[config.mk]
export PLATFORM = sky130hd
export DESIGN_NAME = boot_run_ctrl
export DESIGN_NICKNAME = d
export VERILOG_FILES = /design/src/rtl/boot_run_ctrl.sv
export SDC_FILE = /design/constraint.sdc
export NUM_CORES = 1
export LEC_CHECK = 0
export ABC_AREA = 1
export CAP_MARGIN = 20
export CORE_AREA = 10 10 119 121
export DETAILED_ROUTE_END_ITERATION = 16
export DIE_AREA = 0 0 129 131
export HOLD_SLACK_MARGIN = 0.1
export PLACE_DENSITY_LB_ADDON = 0.12
export SYNTH_ARGS = -nofsm -noshare
export SYNTH_HDL_FRONTEND = slang
export SYNTH_SLANG_ARGS = --single-unit
[constraint.sdc]
create_clock -name clk_i -period 5 [get_ports clk_i]
set_clock_uncertainty 0.2 [all_clocks]
set_input_delay 1 -clock clk_i [delete_from_list [all_inputs] [get_ports clk_i]]
set_output_delay 1 -clock clk_i [all_outputs]
set_load 0.01 [all_outputs]
[src/rtl/boot_run_ctrl.sv]
// Run-lifecycle sequencer for the single-cycle Datapath: holds the core in reset, streams a
// program into instruction memory, releases reset, then stops the run on halt or timeout.
module boot_run_ctrl #(
  parameter int unsigned IMEM_DEPTH = 256,
  parameter int unsigned ADDR_W     = 8,
  parameter int unsigned TIMEOUT    = 1024,
  parameter logic [31:0] HALT_INSTR = 32'h0000006F,
  parameter int unsigned HOLD_CYC   = 2
) (
  input  logic              clk_i,
  input  logic              rst_ni,
  input  logic              start_i,
  input  logic              ld_valid_i,
  output logic              ld_ready_o,
  input  logic [31:0]       ld_data_i,
  input  logic              ld_last_i,
  output logic              imem_we_o,
  output logic [ADDR_W-1:0] imem_addr_o,
  output logic [31:0]       imem_wdata_o,
  output logic              core_reset_o,
  input  logic [31:0]       core_pc_i,
  input  logic [31:0]       core_instr_i,
  output logic              busy_o,
  output logic              done_o,
  output logic              timeout_o,
  output logic              overflow_o,
  output logic [ADDR_W:0]   load_count_o,
  output logic [31:0]       cycle_count_o,
  output logic [31:0]       halt_pc_o
);

  // Hold counter runs HOLD_CYC-1 down to 0, so HOLD_CYC must be at least 1.
  localparam int unsigned HoldW = (HOLD_CYC > 1) ? $clog2(HOLD_CYC) : 1;
  localparam logic [HoldW-1:0]  HoldInit    = HoldW'(HOLD_CYC - 1);
  localparam logic [ADDR_W-1:0] LastAddr    = ADDR_W'(IMEM_DEPTH - 1);
  localparam logic [31:0]       TimeoutLast = 32'(TIMEOUT - 1);
  localparam logic [31:0]       TimeoutVal  = 32'(TIMEOUT);

  typedef enum logic [2:0] {
    StIdle, StLoad, StHold, StRun, StHalted, StTimeout
  } state_e;

  state_e            state_q, state_d;
  logic [ADDR_W-1:0] addr_q, addr_d;
  logic [ADDR_W:0]   load_count_q, load_count_d;
  logic [31:0]       cycle_count_q, cycle_count_d;
  logic [31:0]       halt_pc_q, halt_pc_d;
  logic [HoldW-1:0]  hold_q, hold_d;
  logic              done_q, done_d;
  logic              timeout_q, timeout_d;
  logic              overflow_q, overflow_d;
  logic              core_reset_q, core_reset_d;
  logic              handshake;

  assign handshake = (state_q == StLoad) && ld_valid_i;

  always_comb begin
    state_d       = state_q;
    addr_d        = addr_q;
    load_count_d  = load_count_q;
    cycle_count_d = cycle_count_q;
    halt_pc_d     = halt_pc_q;
    hold_d        = hold_q;
    done_d        = done_q;
    timeout_d     = timeout_q;
    overflow_d    = overflow_q;

    unique case (state_q)
      StIdle, StHalted, StTimeout: begin
        if (start_i) begin
          state_d       = StLoad;
          addr_d        = '0;
          load_count_d  = '0;
          cycle_count_d = '0;
          halt_pc_d     = '0;
          done_d        = 1'b0;
          timeout_d     = 1'b0;
          overflow_d    = 1'b0;
        end
      end
      StLoad: begin
        if (handshake) begin
          load_count_d = load_count_q + (ADDR_W + 1)'(1);
          if (ld_last_i) begin
            state_d = StHold;
            hold_d  = HoldInit;
          end else if (addr_q == LastAddr) begin
            // Memory full without a last marker: stop loading rather than wrap onto word 0.
            state_d    = StHold;
            hold_d     = HoldInit;
            overflow_d = 1'b1;
          end else begin
            addr_d = addr_q + ADDR_W'(1);
          end
        end
      end
      StHold: begin
        if (hold_q == '0) begin
          state_d = StRun;
        end else begin
          hold_d = hold_q - HoldW'(1);
        end
      end
      StRun: begin
        if (core_instr_i == HALT_INSTR) begin
          state_d   = StHalted;
          done_d    = 1'b1;
          halt_pc_d = core_pc_i;
        end else if (cycle_count_q == TimeoutLast) begin
          state_d       = StTimeout;
          timeout_d     = 1'b1;
          cycle_count_d = TimeoutVal;
        end else begin
          cycle_count_d = cycle_count_q + 32'd1;
        end
      end
      default: state_d = StIdle;
    endcase

    // Registered from the next state so the core reset never glitches.
    core_reset_d = (state_d != StRun);
  end

  always_ff @(posedge clk_i or negedge rst_ni) begin
    if (!rst_ni) begin
      state_q       <= StIdle;
      addr_q        <= '0;
      load_count_q  <= '0;
      cycle_count_q <= '0;
      halt_pc_q     <= '0;
      hold_q        <= '0;
      done_q        <= 1'b0;
      timeout_q     <= 1'b0;
      overflow_q    <= 1'b0;
      core_reset_q  <= 1'b1;
    end else begin
      state_q       <= state_d;
      addr_q        <= addr_d;
      load_count_q  <= load_count_d;
      cycle_count_q <= cycle_count_d;
      halt_pc_q     <= halt_pc_d;
      hold_q        <= hold_d;
      done_q        <= done_d;
      timeout_q     <= timeout_d;
      overflow_q    <= overflow_d;
      core_reset_q  <= core_reset_d;
    end
  end

  assign ld_ready_o    = (state_q == StLoad);
  assign imem_we_o     = handshake;
  assign imem_addr_o   = addr_q;
  assign imem_wdata_o  = ld_data_i;
  assign core_reset_o  = core_reset_q;
  assign busy_o        = (state_q == StLoad) || (state_q == StHold) || (state_q == StRun);
  assign done_o        = done_q;
  assign timeout_o     = timeout_q;
  assign overflow_o    = overflow_q;
  assign load_count_o  = load_count_q;
  assign cycle_count_o = cycle_count_q;
  assign halt_pc_o     = halt_pc_q;

endmodule

==> run metrics <==
worst ir drop on vdd=0.166 mV; commonest cells after routing, fill and taps aside=277 x nand2_1, 155 x clkdlybuf4s50_1, 120 x nand3_1, 115 x nor2_1, 88 x dfrtp_1; final WL=roughly 17 mm; Worst setup SP type=input pin; most used cell, CP=clkdlybuf4s50_1; dominant synthesized flop cell=dfrtp_1; ys async rst share=100%; clock slew at reported path FFs=around 60 ps; Final GP Congestion=0.905; leading area contributor after synthesis=dfrtp_1; Yosys reg bits=89; DRT Pass-1 Iters=5; die height=between 100 and 150 um; CTS tree=built; CORE AREA=11800 um2; Reg-to-Reg Start=state_q[2]; initial antenna violation count=0; Die Width=roughly 130 um; CTS Hold Bufs=0; wire length per cell=16.2 um; P_int=roughly 1.4 mW; NetSw=0.818 mW; layout cells sized above 1=6.02%; Layout fillers=1101; Setup violations, final=0; crit path time final=3490 ps; # Post-CTS Setup Buffers=0; Fin. Hold Viols=0; # diodes=0; Worst Hold Launch=halt_pc_o[20]; Syn Area/Cell=just under 7 um2; RSZ-0062 raised after global routing=no; CP startpoint=ld_valid_i; Nets=1029; Post-DP HPWL=13.2 mm; Yosys cell types=35; slew margin rel.=about a third; Sw Ratio=a little under two fifths; # rows=40; worst-path fanout max=5; status=complete, no violations; Gate power share=31.3%; Post-synth EDFFs=0; buffers added on ports=156; Worst Path Arrival=2290 ps; Syn Inst Count=813; WS Path Type=input pin to output port; Pwr Total=between 2 and 2.5 mW; Num Clock Sinks=89; sequential share of power=37.3%; post_cts resized=0; Yosys top cell area share=39.4%; post-route setup TNS=0 ps; Hold Crit Class=register to register; slowest CP cell=clkdlybuf4s50_1; Critical path buffers and inverters=3; Synth area leaders=dfrtp_1 39%, nand2_1 19%, nand3_1 11%; commonest non-fill, non-tap cell in the layout=nand2_1; worst path cell trace=clkdlybuf4s50_1 > nand2_4 > clkinv_1 > clkdlybuf4s50_1; syn nets=917; Ys Warns=0; actual slew at the worst max-slew pin=968 ps; CP Capture Type=output port; drt via density=5.17; Antenna Nets Post-Route=0; Worst-Skew Late Latency=340 ps; Leakage=3.39 nW; area delta synth->final=30.4%; Final Slew Violations=0; sequential fraction of the synthesis area=39.9%; root buffer cell=clkbuf_16; Pwr Density=around 300 nW/um2; full die area=between 15000 and 20000 um2; Top delay family on crit path=buffers and inverters; final period utilization=69.7%; fmax=roughly 0.29 GHz; Global Route Usage Sum=21.3%; first-pass GRT wire length=28.8 mm; Initial Util=47.3%; total CTS buffers=9; gr ovfl total=0; synthesized area=approximately 5600 um2; CTS H-Tree Depth=3; pin count of the biggest net entering global routing=71; Clock Tree Buf Depth=2; Vias=5569; Critical Path Max Stage Delay=~550 ps; Worst EP required=3800 ps; maximum capacitance violations=0; DRT iter0 DRCs=338; Clock Power Share=31.4%; drt drc=0; vias in the first global route=approximately 5700; Ports=221
-- cell usage after synthesis (2+ instances only) --
library cell and instances:
ha_1 3, buf_1 2, nand2_2 7, nand4_1 5
nand3_1 120, dfrtp_1 88, nor2_2 10, nor3_1 7
nand2_1 277, buf_4 36, inv_1 62, o21ai_1 2
buf_2 13, nor2_1 115, o21ai_0 6, xor2_1 14
clkbuf_1 6, a21oi_2 2, nor2_4 5, inv_2 6
a21oi_1 6, nand2_4 2, xnor2_1 7
-- through the flow --
step	worst slack (ps)	cells	hold slack (ps)	util [%]	instance area, um2
after floorplan	2570	813	296	-	5580
after global placement	1350	1061	273	59.0	6970
after detailed placement	1250	1061	288	59.0	6970
after CTS	1500	1077	300	61.6	7280
after global routing	1300	1077	315	61.6	7280
final	1510	1077	296	61.6	7280
-- per-layer routing --
metal,up-vias,share of wire (%),GRT usage (%)
met5,-,0,0
met3,35,10,8.66
met1,2613,40,24.8
met4,0,1.6,7.83
met2,191,48,34.8
li1,2730,-,-
-- logic make-up after synthesis --
group | after synthesis | synth area share, %
AND/OR/NAND/NOR | 550 | 42.1
XOR/XNOR | 21 | 3.29
adder cells (fa/ha/maj) | 3 | 0.672
buffers and inverters | 129 | 11.7
flip-flops | 89 | 39.9
AO/OA/AOI/OAI | 21 | 2.40
-- worst min-delay path, stage by stage (launching register included) --
cell	delay [ps]
dfrtp_1	340
nand3_1	70
nand2_1	50
-- final cells by class --
| cell class | instances | area [um2] | share of cell area (%) |
|---|---|---|---|
| tap | 147 | 184 | 2.53 |
| timing repair buffer | 159 | 1580 | 21.7 |
| clock buffer | 12 | 256 | 3.52 |
| sequential | 89 | 2230 | 30.6 |
| multi-input combinational | 595 | 2710 | 37.2 |
| clock inverter | 4 | 51.3 | 0.705 |
| inverter | 71 | 274 | 3.76 |
-- state kept, by name, indices dropped and copies added, names as in the netlist --
name,flops
core_reset_o,1
timeout_o,1
state_q,3
done_o,1
load_count_o,9
hold_q,1
halt_pc_o,32
overflow_o,1
imem_addr_o,8
cycle_count_o,32
-- power groups by stage --
stage                     registers [mW]  clock network (mW)  logic (mW)
after floorplan                    0.838                   0       0.479
after global placement             0.838                   0       0.684
after detailed placement           0.840                   0       0.698
after CTS                          0.827               0.714       0.701
after global routing               0.835               0.742       0.772
final                              0.828               0.697       0.694
-- final timing paths --
kind,end,slack [ps],cells after the start
max,imem_we_o,1510,4
min,halt_pc_o[20],300,2
max reg2reg,halt_pc_o[30],2130,7
min reg2reg,halt_pc_o[20],300,2
max in group asynchronous,cycle_count_o[0],3140,2
min in group asynchronous,imem_addr_o[6],510,1
Power figures use the tool's default switching activity.
